==> src/rtl/uart_pkg.sv <==
// -----------------------------------------------------------------------------
// uart_pkg
// Shared constants and types for the UART core.
//   IRQ_*                 bit index of each interrupt source in IRQ_EN/MASK/EVENT
//   IRQ_EVENTS_NUM        number of interrupt sources
//   UART_IRQ_COAL_CNT_W   width of the coalescing threshold/timeout counters
//   uart_irq_coal_st_t    state encoding of the interrupt coalescer FSM
//   uart_irq_regs_t       register-file view; IRQ fields occupy the low byte
// -----------------------------------------------------------------------------
package uart_pkg;

    localparam int IRQ_EVENTS_NUM = 8;

    localparam int IRQ_TX_DONE      = 0;
    localparam int IRQ_RX_DONE      = 1;
    localparam int IRQ_DFIFO_ERROR  = 2;
    localparam int IRQ_DFIFO_EMPTY  = 3;
    localparam int IRQ_UFIFO_ERROR  = 4;
    localparam int IRQ_UFIFO_FULL   = 5;
    localparam int IRQ_PARITY_ERR   = 6;
    localparam int IRQ_BAD_FRAME    = 7;

    localparam int UART_IRQ_COAL_CNT_W = 8;

    typedef enum logic [1:0] {
        IRQ_IDLE,
        IRQ_ACCUM,
        IRQ_FIRE
    } uart_irq_coal_st_t;

    typedef struct packed {
        logic [31:0] irq_en;
        logic [31:0] irq_mask;
        logic [31:0] irq_event;
    } uart_irq_regs_t;

endpackage

==> src/rtl/uart_irq_coalescer.sv <==
// -----------------------------------------------------------------------------
// uart_irq_coalescer
// Delays the system interrupt until enough unmasked events have accumulated
// or a timeout has elapsed since the first one.
//   clk_i, rstn_i   clock, asynchronous active-low reset
//   pending_any_i   at least one unmasked event is latched
//   new_cap_i       an unmasked event is being captured on this edge
//   coal_thr_i      event-count threshold
//   coal_tmo_i      timeout in cycles
//   irq_o           registered level interrupt
// -----------------------------------------------------------------------------
module uart_irq_coalescer
    import uart_pkg::*;
#(
    parameter int COAL_CNT_W = UART_IRQ_COAL_CNT_W
) (
    input  logic                  clk_i,
    input  logic                  rstn_i,
    input  logic                  pending_any_i,
    input  logic                  new_cap_i,
    input  logic [COAL_CNT_W-1:0] coal_thr_i,
    input  logic [COAL_CNT_W-1:0] coal_tmo_i,
    output logic                  irq_o
);

    localparam logic [COAL_CNT_W-1:0] CNT_ONE = COAL_CNT_W'(1);
    localparam logic [COAL_CNT_W:0]   INC_ONE = (COAL_CNT_W + 1)'(1);

    uart_irq_coal_st_t     state_q, state_d;
    logic [COAL_CNT_W-1:0] cnt_q, cnt_d;
    logic [COAL_CNT_W-1:0] tmr_q, tmr_d;
    logic                  irq_q, irq_d;

    // One extra bit so "+1" cannot wrap before the compare.
    logic [COAL_CNT_W:0] cnt_inc, tmr_inc;
    assign cnt_inc = {1'b0, cnt_q} + INC_ONE;
    assign tmr_inc = {1'b0, tmr_q} + INC_ONE;

    always_comb begin
        // NOTE: every output of this block gets a default first, so no path
        // leaves a signal unassigned and no latch is inferred.
        state_d = state_q;
        cnt_d   = cnt_q;
        tmr_d   = tmr_q;
        unique case (state_q)
            IRQ_IDLE: begin
                cnt_d = '0;
                tmr_d = '0;
                if (pending_any_i) begin
                    if (coal_thr_i <= CNT_ONE || coal_tmo_i == '0) state_d = IRQ_FIRE;
                    else                                           state_d = IRQ_ACCUM;
                end
            end
            IRQ_ACCUM: begin
                if (!pending_any_i) begin
                    state_d = IRQ_IDLE;
                end else begin
                    if (tmr_q != '1)               tmr_d = tmr_q + CNT_ONE;
                    if (new_cap_i && cnt_q != '1)  cnt_d = cnt_q + CNT_ONE;
                    if (cnt_inc >= {1'b0, coal_thr_i} || tmr_inc >= {1'b0, coal_tmo_i})
                        state_d = IRQ_FIRE;
                end
            end
            IRQ_FIRE: begin
                if (!pending_any_i) state_d = IRQ_IDLE;
            end
            default: state_d = IRQ_IDLE;
        endcase
        // Registered from the next state so irq_o is a clean flop output.
        irq_d = (state_d == IRQ_FIRE);
    end

    always_ff @(posedge clk_i or negedge rstn_i) begin
        if (!rstn_i) begin
            state_q <= IRQ_IDLE;
            cnt_q   <= '0;
            tmr_q   <= '0;
            irq_q   <= 1'b0;
        end else begin
            state_q <= state_d;
            cnt_q   <= cnt_d;
            tmr_q   <= tmr_d;
            irq_q   <= irq_d;
        end
    end

    assign irq_o = irq_q;

endmodule

==> src/rtl/uart_irq_ctrl.sv <==
// -----------------------------------------------------------------------------
// uart_irq_ctrl
// UART interrupt controller: rising-edge detection of the event sources,
// sticky IRQ_EVENT register with write-1-to-clear, IRQ_EN capture enable,
// IRQ_MASK output suppress and one registered level interrupt.
// Optional build macro UART_IRQ_COALESCE_EN adds an interrupt coalescer
// (coal_thr_i / coal_tmo_i ports and uart_irq_coalescer instance).
//   clk_i, rstn_i      clock, asynchronous active-low reset
//   evt_src_i          raw event sources
//   en_wr_i            IRQ_EN write strobe
//   mask_wr_i          IRQ_MASK write strobe
//   evt_clr_i          IRQ_EVENT write-1-to-clear strobe
//   wdata_i            write data shared by the three strobes
//   irq_en_o           current IRQ_EN
//   irq_mask_o         current IRQ_MASK
//   irq_event_o        current IRQ_EVENT
//   irq_pending_o      irq_event_o & ~irq_mask_o
//   irq_o              registered level interrupt
//   coal_thr_i         coalescing event threshold (macro builds only)
//   coal_tmo_i         coalescing timeout in cycles (macro builds only)
// -----------------------------------------------------------------------------
module uart_irq_ctrl
    import uart_pkg::*;
#(
    parameter int EVENTS_NUM = IRQ_EVENTS_NUM,
    parameter int COAL_CNT_W = UART_IRQ_COAL_CNT_W
) (
    input  logic                  clk_i,
    input  logic                  rstn_i,
    input  logic [EVENTS_NUM-1:0] evt_src_i,
    input  logic                  en_wr_i,
    input  logic                  mask_wr_i,
    input  logic                  evt_clr_i,
    input  logic [EVENTS_NUM-1:0] wdata_i,
    output logic [EVENTS_NUM-1:0] irq_en_o,
    output logic [EVENTS_NUM-1:0] irq_mask_o,
    output logic [EVENTS_NUM-1:0] irq_event_o,
    output logic [EVENTS_NUM-1:0] irq_pending_o,
`ifdef UART_IRQ_COALESCE_EN
    input  logic [COAL_CNT_W-1:0] coal_thr_i,
    input  logic [COAL_CNT_W-1:0] coal_tmo_i,
`endif
    output logic                  irq_o
);

    logic [EVENTS_NUM-1:0] src_q, src_d;
    logic [EVENTS_NUM-1:0] en_q, en_d;
    logic [EVENTS_NUM-1:0] mask_q, mask_d;
    logic [EVENTS_NUM-1:0] event_q, event_d;
    logic [EVENTS_NUM-1:0] rise;
    logic [EVENTS_NUM-1:0] clr_bits;

    always_comb begin
        src_d    = evt_src_i;
        rise     = evt_src_i & ~src_q;
        en_d     = en_wr_i   ? wdata_i : en_q;
        mask_d   = mask_wr_i ? wdata_i : mask_q;
        clr_bits = evt_clr_i ? wdata_i : '0;
        // Set is OR-ed in after the clear so a same-cycle capture is never lost.
        event_d  = (event_q & ~clr_bits) | (rise & en_q);
    end

    always_ff @(posedge clk_i or negedge rstn_i) begin
        if (!rstn_i) begin
            // All ones: a source already high at reset is not seen as a rise.
            src_q   <= '1;
            en_q    <= '0;
            mask_q  <= '0;
            event_q <= '0;
        end else begin
            // NOTE: state registers use non-blocking assignments so every flop
            // samples pre-edge values regardless of statement order.
            src_q   <= src_d;
            en_q    <= en_d;
            mask_q  <= mask_d;
            event_q <= event_d;
        end
    end

    assign irq_en_o      = en_q;
    assign irq_mask_o    = mask_q;
    assign irq_event_o   = event_q;
    assign irq_pending_o = event_q & ~mask_q;

`ifdef UART_IRQ_COALESCE_EN
    logic new_cap;
    assign new_cap = |(rise & en_q & ~mask_q);

    uart_irq_coalescer #(
        .COAL_CNT_W (COAL_CNT_W)
    ) u_coalescer (
        .clk_i         (clk_i),
        .rstn_i        (rstn_i),
        .pending_any_i (|irq_pending_o),
        .new_cap_i     (new_cap),
        .coal_thr_i    (coal_thr_i),
        .coal_tmo_i    (coal_tmo_i),
        .irq_o         (irq_o)
    );
`else
    logic irq_q, irq_d;

    assign irq_d = |irq_pending_o;

    always_ff @(posedge clk_i or negedge rstn_i) begin
        if (!rstn_i) irq_q <= 1'b0;
        else         irq_q <= irq_d;
    end

    assign irq_o = irq_q;
`endif

endmodule

==> config.mk <==
export PLATFORM = sky130hd
export DESIGN_NAME = uart_irq_ctrl
export DESIGN_NICKNAME = d
export VERILOG_FILES = /design/src/rtl/uart_pkg.sv /design/src/rtl/uart_irq_coalescer.sv /design/src/rtl/uart_irq_ctrl.sv
export SDC_FILE = /design/constraint.sdc
export NUM_CORES = 1
export LEC_CHECK = 0
export ABC_AREA = 1
export CORE_MARGIN = 2
export CORE_UTILIZATION = 35
export CTS_CLUSTER_DIAMETER = 120
export DETAILED_ROUTE_END_ITERATION = 8
export MAX_ROUTING_LAYER = met4
export PLACE_DENSITY = 0.79
export RECOVER_POWER = 25
export SLEW_MARGIN = 25
export SYNTH_ARGS = -nofsm -noshare
export SYNTH_HDL_FRONTEND = slang
export SYNTH_SLANG_ARGS = --single-unit
==> constraint.sdc <==
create_clock -name clk_i -period 0.8 [get_ports clk_i]
set_clock_uncertainty 0.1 [all_clocks]
set_input_delay 0.12 -clock clk_i [delete_from_list [all_inputs] [get_ports clk_i]]
set_output_delay 0.12 -clock clk_i [all_outputs]
set_load 0.02 [all_outputs]
==> Implementation_results.wiki, run 1 <==
{| class="wikitable"
! Metric !! Value
|-
| Primary flip-flop cell chosen by synthesis mapping || dfrtp_1
|-
| Multi-input gate area || roughly 430 um^2
|-
| Share of Yosys cell area claimed by the top area cell type || 48.1%
|-
| Largest buffer count on any clock path || 2
|-
| Hold Slack || 0.156 ns
|-
| Sinks on Clock Net || 33
|-
| Final-layout fill cell count || between 200 and 300
|-
| Dpl cells || 267
|-
| Post-CTS Hold Buffers || 0
|-
| Placeable Area || 3610 um^2
|-
| Final worst path period share || 150%
|-
| Detail Placement HPWL || roughly 2400 um
|-
| Post-Syn Area per Cell || 8.84 um^2
|-
| Number of antenna violations at the first check in global routing || 0
|-
| Die width || about 65 um
|-
| Unique cell type count in the Yosys netlist || 9
|-
| Drc violations || 0
|-
| Outcome || complete, but fails checks
|-
| Initial DRC Count || 26
|-
| Transition time at the pin with the least slew margin || 0.401 ns
|-
| Area added between synthesis and finish || 86.2%
|-
| Number of input and output port buffers inserted || 53
|-
| Required time reported for the critical path endpoint || 0.58 ns
|-
| Path type of the worst setup path || register to output port
|-
| Clock tree root buffer cell || clkbuf_8
|-
| Post-layout minimum cycle time || about 1.2 ns
|-
| Part of the Yosys area used for sequential elements || about 64%
|-
| Setup slack at placement || -0.583 ns
|-
| Initial standard-cell utilization of the core || between 30 and 40%
|-
| Peak VDD IR || between 1 and 1.5 mV
|-
| I/O pin count || 54
|-
| Row Count || 22
|-
| Final setup violating endpoints || 54
|-
| Final total power || around 4.6 mW
|-
| Ys Warns || 0
|-
| Number of instances in the synthesized netlist || around 150
|-
| CP Capture Type || output port
|-
| Max Slew Vio Count || 0
|-
| Drt via density || between 4 and 5
|-
| LEAKAGE || between 1 and 1.5 nW
|-
| CP arrival || between 0.9 and 1 ns
|-
| Clock-pin transition on the worst setup and hold timing paths || about 0.06 ns
|-
| Setup repair after global routing missed its margin || yes
|-
| Setup slack after layout || -0.397 ns
|-
| Area taken by flip-flops and latches || approximately 870 um^2
|-
| Startpoint Class || register
|-
| Number of maximum-capacitance violations || 0
|-
| Power density cells || around 1900 nW/um^2
|-
| Synth Cell Area || 1300 um^2
|-
| Routed vias || 1229
|-
| Cells taking the most area after synthesis || dfrtp_1 (48%), nand2_1 (18%), dfstp_2 (16%)
|-
| Hold/Removal Path Class || input port to async pin
|-
| Weighted congestion reported at the end of routability-driven placement || 0.705
|-
| # diodes || 0
|-
| Cell type with the largest total area after synthesis || dfrtp_1
|-
| Die area || roughly 4200 um^2
|-
| Number of global-route vias before repair || 1225
|-
| Pin count of the biggest net entering global routing || 34
|-
| Cell Count, Final, Fillers Out || roughly 290
|-
| Number of buffers added by the clock tree synthesis step || 5
|-
| Number of nets still failing antenna checks after routing || 0
|-
| Vert. Die Dim || approximately 65 um
|-
| Cell with the most instances after synthesis || nand2_1
|-
| Proportion of layout cells with a drive suffix above 1 || between 60% and 70%
|-
| Highest clock frequency the design can meet || between 0.8 and 0.9 GHz
|-
| Clock network latency to the later pin of the worst-skew pair || between 0.2 and 0.3 ns
|-
| Post-Synthesis Net Count || approximately 170
|-
| Number of synthesized flops with an enable pin || 0
|-
| Sum of routed wire length over all layers || roughly 3200 um
|-
| CTS tree || built
|-
| Relative slew margins || ~73%
|-
| Global-route usage over all layers || 17.6%
|-
| H-tree levels || 2
|-
| NumNets Final || 259
|-
| Count of final hold-check violations || 0
|-
| Share of flip-flops with an asynchronous set or reset || 100%
|-
| Wire length of the first global-routing pass || approximately 5400 um
|-
| Violations in the final reports || negative setup slack
|-
| Drt first pass iters || 4
|-
| Most numerous cell types in the synthesized netlist || nand2_1 (61), dfrtp_1 (25), inv_1 (24)
|-
| Crit Path Max Fanout || 2
|-
| Register bit count reported by yosys || 33
|-
| Aggregate global routing overflow || 0
|-
| Post-detailed-route wirelength per cell || around 11 um
|}
## path summary, 6_finish.rpt
check | startpoint | endpoint | slack [ns] | cells past startpoint
max in group asynchronous | rstn_i | src_q[6] | 0.12 | 2
min | rstn_i | irq_en_o[2] | 0.16 | 2
min in group clk_i | mask_wr_i | irq_mask_o[5] | 0.25 | 3
max reg2reg | irq_mask_o[1] | irq_o | -0.37 | 8
min reg2reg | irq_event_o[3] | irq_event_o[3] | 0.42 | 2
max | irq_mask_o[4] | irq_pending_o[4] | -0.40 | 4
## metrics by stage
step | setup TNS [ns] | utilization (%) | cell area (um^2)
floorplan | -0.881 | - | 1350
global placement | -20.77 | 57.9 | 2090
detailed placement | -21.34 | 57.9 | 2090
CTS | -11.08 | 63.5 | 2290
global route | -13.02 | 67.1 | 2420
finish | -11.17 | 67.1 | 2420
## final cells by class
| class | instances | share of cell area [%] |
|---|---|---|
| inverter | 24 | 4.55 |
| multi-input combinational | 87 | 17.9 |
| tap | 48 | 2.48 |
| sequential | 33 | 35.8 |
| clock buffer | 8 | 3.31 |
| timing repair buffer | 87 | 36.0 |
## per-layer routing
metal | wire, um | vias up | GRT usage [%]
met2 | 1790 | 30 | 31.2
met3 | 146 | 2 | 4.86
met5 | 0 | - | -
li1 | - | 621 | -
met1 | 1240 | 576 | 19.6
met4 | 21 | 0 | 4.79
## critical path: stages (launching register included)
cell,delay [ns]
dfrtp_2,0.42
inv_2,0.06
nand2_2,0.06
inv_2,0.05
buf_6,0.10
## placed cells by master, fill, tap and decap left out
master / Yosys / routed
buf_6: 2 / 47
o21ai_0: 15 / 1
inv_2: 0 / 16
o21ai_2: 0 / 12
buf_2: 1 / 3
dlygate4sd3_1: 0 / 8
nand2_2: 0 / 10
nand2_4: 0 / 1
nor2_1: 10 / 6
dfrtp_2: 0 / 24
dfrtp_1: 25 / 1
nor2_2: 0 / 4
buf_4: 0 / 17
inv_4: 0 / 8
dfstp_2: 8 / 8
clkbuf_1: 0 / 3
clkbuf_8: 0 / 5
o21ai_1: 1 / 3
clkdlybuf4s50_1: 0 / 11
nand2_1: 61 / 50
dlygate4sd2_1: 0 / 1
## flip-flops by register name (all words and copies together), names as in the netlist
signal and flops:
irq_en_o 8, irq_event_o 8, irq_mask_o 8, irq_o 1, src_q 8
## cells by family after synthesis
| group | synth area share, % |
|---|---|
| AO/OA/AOI/OAI | 6.16 |
| buffers and inverters | 9.05 |
| flip-flops | 64.3 |
| AND/OR/NAND/NOR | 20.5 |
## power by group
group          switching (mW)  internal (mW)
Combinational           0.687          0.777
Clock                   0.525          0.617
Sequential              0.148           1.87
## timing repair
| item | CTS | global route |
|---|---|---|
| pin swaps | 8 | 18 |
| resized for setup | 212 | 43 |
| cloned | 1 | 0 |
| hold endpoints to repair | 0 | 0 |
| setup buffers | 12 | 6 |
| setup endpoints to repair | 56 | 55 |
Power figures use the tool's default switching activity.
==> run 2, diff against run 1 <==
HOLD_SLACK_MARGIN = 0.15   (was unset)
PLACE_DENSITY = unset   (was 0.79)
PLACE_DENSITY_LB_ADDON = 0.1   (was unset)
==> Implementation_results.wiki, run 2 (synthesis results as in run 1) <==
{| class="wikitable"
! Metric !! Value
|-
| Routed vias || 1276 (+3.8%)
|-
| Setup repair after global routing missed its margin || yes
|-
| Drt first pass iters || 4 (unchanged)
|-
| Number of global-route vias before repair || 1292 (+5.5%)
|-
| Int Pwr || 3.35 mW (+2.5%)
|-
| Startpoint Class || register
|-
| Final worst path period share || 149% (-0.92 points)
|-
| Global-route usage over all layers || 18.6% (+0.98 points)
|-
| Number of antenna violations at the first check in global routing || 0 (unchanged)
|-
| Cell Count, Final, Fillers Out || 291 (+1.4%)
|-
| Row Count || 22 (unchanged)
|-
| Critical path's most frequent cell || inv_2
|-
| Number of input and output port buffers inserted || 53 (unchanged)
|-
| R2R setup slack || -0.31 ns (+0.06 ns)
|-
| CP Buf/Inv Count || 3 (unchanged)
|-
| Drt via density || 4.38 (+2.4%)
|-
| Area added between synthesis and finish || 86.0%
|-
| Number of buffers added by the clock tree synthesis step || 5 (unchanged)
|-
| Aggregate global routing overflow || 0 (unchanged)
|-
| Largest buffer count on any clock path || 2 (unchanged)
|-
| Pin count of the biggest net entering global routing || 34 (unchanged)
|-
| NumNets Final || 263 (+1.5%)
|-
| Switching share of power || 29.0% (-0.37 points)
|-
| Clock network latency to the later pin of the worst-skew pair || 0.28 ns (about the same)
|-
| Sinks on Clock Net || 33 (unchanged)
|-
| Proportion of layout cells with a drive suffix above 1 || 63.4% (-1.5 points)
|-
| Weighted congestion reported at the end of routability-driven placement || 0.795 (+13%)
|-
| Drc violations || 0 (unchanged)
|-
| Placed Area || 2120 um^2 (+1.4%)
|-
| Detail Placement HPWL || 2360 um (+0.40%)
|-
| Transition time at the pin with the least slew margin || 0.397 ns (-0.00346 ns)
|-
| Final-layout fill cell count || 293 (-1.7%)
|-
| CP arrival || 0.97 ns (about the same)
|-
| Max Slew Vio Count || 0 (unchanged)
|-
| Relative slew margins || 73.5% (+0.23 points)
|-
| Critical R2R Capture || irq_o
|-
| Sequential share of power || 42.8% (-0.9 points)
|-
| CTS tree || built
|-
| Post-layout instance area || 2420 um^2 (-0.10%)
|-
| Clock power frac || 26.5% (+1.8 points)
|-
| R2R Path Start || irq_event_o[7]
|-
| Clock tree root buffer cell || clkbuf_8
|-
| Commonest cells after routing, fill and taps aside || nand2_1 (53), buf_6 (43), dfrtp_2 (24), buf_4 (24), inv_2 (17)
|-
| Placeable Area || 3610 um^2 (unchanged)
|-
| Initial DRC Count || 21 (-19%)
|-
| Post-layout minimum cycle time || 1.19 ns (-0.00738 ns)
|-
| H-tree levels || 2 (unchanged)
|-
| # diodes || 0 (unchanged)
|-
| Post-detailed-route wirelength per cell || 11.4 um (+1.7%)
|-
| Number of nets still failing antenna checks after routing || 0 (unchanged)
|-
| Highest clock frequency the design can meet || 0.840 GHz (+0.62%)
|-
| Final setup TNS || -11.57 ns (-0.406 ns)
|-
| Switching power || 1.37 mW (+0.68%)
|-
| Wire length of the first global-routing pass || 5600 um (+3.6%)
|-
| CP cell instances || inv_2 > nand2_2 > inv_2 > buf_6
|-
| Slowest CP cell || dfrtp_2
|-
| Power density cells || 1950 nW/um^2 (+2.1%)
|-
| Clock-pin transition on the worst setup and hold timing paths || 0.06 ns (about the same)
|-
| CP Capture Type || output port
|-
| Setup slack after layout || -0.390 ns (+0.00738 ns)
|-
| Crit Path Max Fanout || 2 (unchanged)
|-
| Outcome || complete, but fails checks
|-
| Required time reported for the critical path endpoint || 0.58 ns (about the same)
|-
| Dpl cells || 271 (+1.5%)
|-
| Sum of routed wire length over all layers || 3310 um (+3.1%)
|-
| Logic gate share of total power || 30.7% (-0.9 points)
|-
| Area taken by flip-flops and latches || 866 um^2 (unchanged)
|-
| Commonest non-fill, non-tap cell in the layout || nand2_1
|-
| Hold/Removal Path Class || input port to async pin
|-
| Initial standard-cell utilization of the core || 36.1% (unchanged)
|-
| Peak VDD IR || 1.21 mV (-11%)
|-
| Largest stage delay on the critical path || 0.41 ns (about the same)
|-
| Cell family with most CP delay || flip-flops
|-
| Number of maximum-capacitance violations || 0 (unchanged)
|-
| I/O pin count || 54 (unchanged)
|-
| Violations in the final reports || negative setup slack
|-
| Die area || 4220 um^2 (unchanged)
|-
| Final setup violating endpoints || 53 (-1.9%)
|-
| Path type of the worst setup path || register to output port
|-
| Count of final hold-check violations || 0 (unchanged)
|-
| LEAKAGE || 1.21 nW (+1.2%)
|-
| Die width || 64.9 um (unchanged)
|-
| Cell depth of the worst flop-to-flop path || 6 (-2)
|-
| Vert. Die Dim || 64.9 um (unchanged)
|-
| Multi-input gate area || 409 um^2 (-5.8%)
|}
[run 2: power groups by stage]
| stage | logic (mW) | registers [mW] | clock network [mW] |
|---|---|---|---|
| 6_report | 1.45 | 2.02 | 1.25 |
| 5_1_grt | 1.56 | 2.04 | 1.38 |
| 4_1_cts | 1.40 | 2.01 | 1.31 |
| 3_5_place_dp | 1.26 | 2.01 | 0 |
| 3_3_place_gp | 1.24 | 2.00 | 0 |
| 2_1_floorplan | 0.324 | 2.19 | 0 |
[run 2: repair_timing]
action                                  CTS  global route
pin swaps                                 7            10
endpoints found under the setup margin   55            52
buffers inserted                         11             3
gates resized for setup                 214            25
endpoints found under the hold margin    25            26
[run 2: worst max path at each step]
stage                         startpoint               end  slack [ns]  cells after the start
after floorplan           irq_event_o[5]             irq_o       -0.12                      4
after global placement     irq_mask_o[2]  irq_pending_o[2]       -0.56                      4
after detailed placement   irq_mask_o[5]  irq_pending_o[5]       -0.57                      4
after CTS                  irq_mask_o[0]  irq_pending_o[0]       -0.39                      4
after global routing       irq_mask_o[1]  irq_pending_o[1]       -0.44                      4
final                      irq_mask_o[0]  irq_pending_o[0]       -0.39                      4
[run 2: per-stage QoR]
step	hold slack, ns	setup slack (ns)	total power [mW]	utilization, %
after global routing	0.158	-0.437	4.98	67.1
final	0.140	-0.390	4.72	67.1
after global placement	0.389	-0.561	3.24	58.7
after floorplan	-0.276	-0.120	2.51	-
after CTS	0.109	-0.391	4.72	65.0
after detailed placement	0.403	-0.572	3.27	58.7
[run 2: layout make-up]
class / count / share of cell area (%)
clock buffer: 8 / 3.72
sequential: 33 / 35.8
timing repair buffer: 91 / 36.6
multi-input combinational: 87 / 16.9
inverter: 24 / 4.45
tap: 48 / 2.48
[run 2: metal layers]
| layer | part of all wire [%] | routed length [um] | global-route usage [%] |
|---|---|---|---|
| met1 | 38 | 1260 | 19.8 |
| met5 | 0 | 0 | - |
| met3 | 5.7 | 190 | 5.03 |
| met4 | 2.0 | 65 | 8.78 |
| met2 | 54 | 1790 | 32.1 |
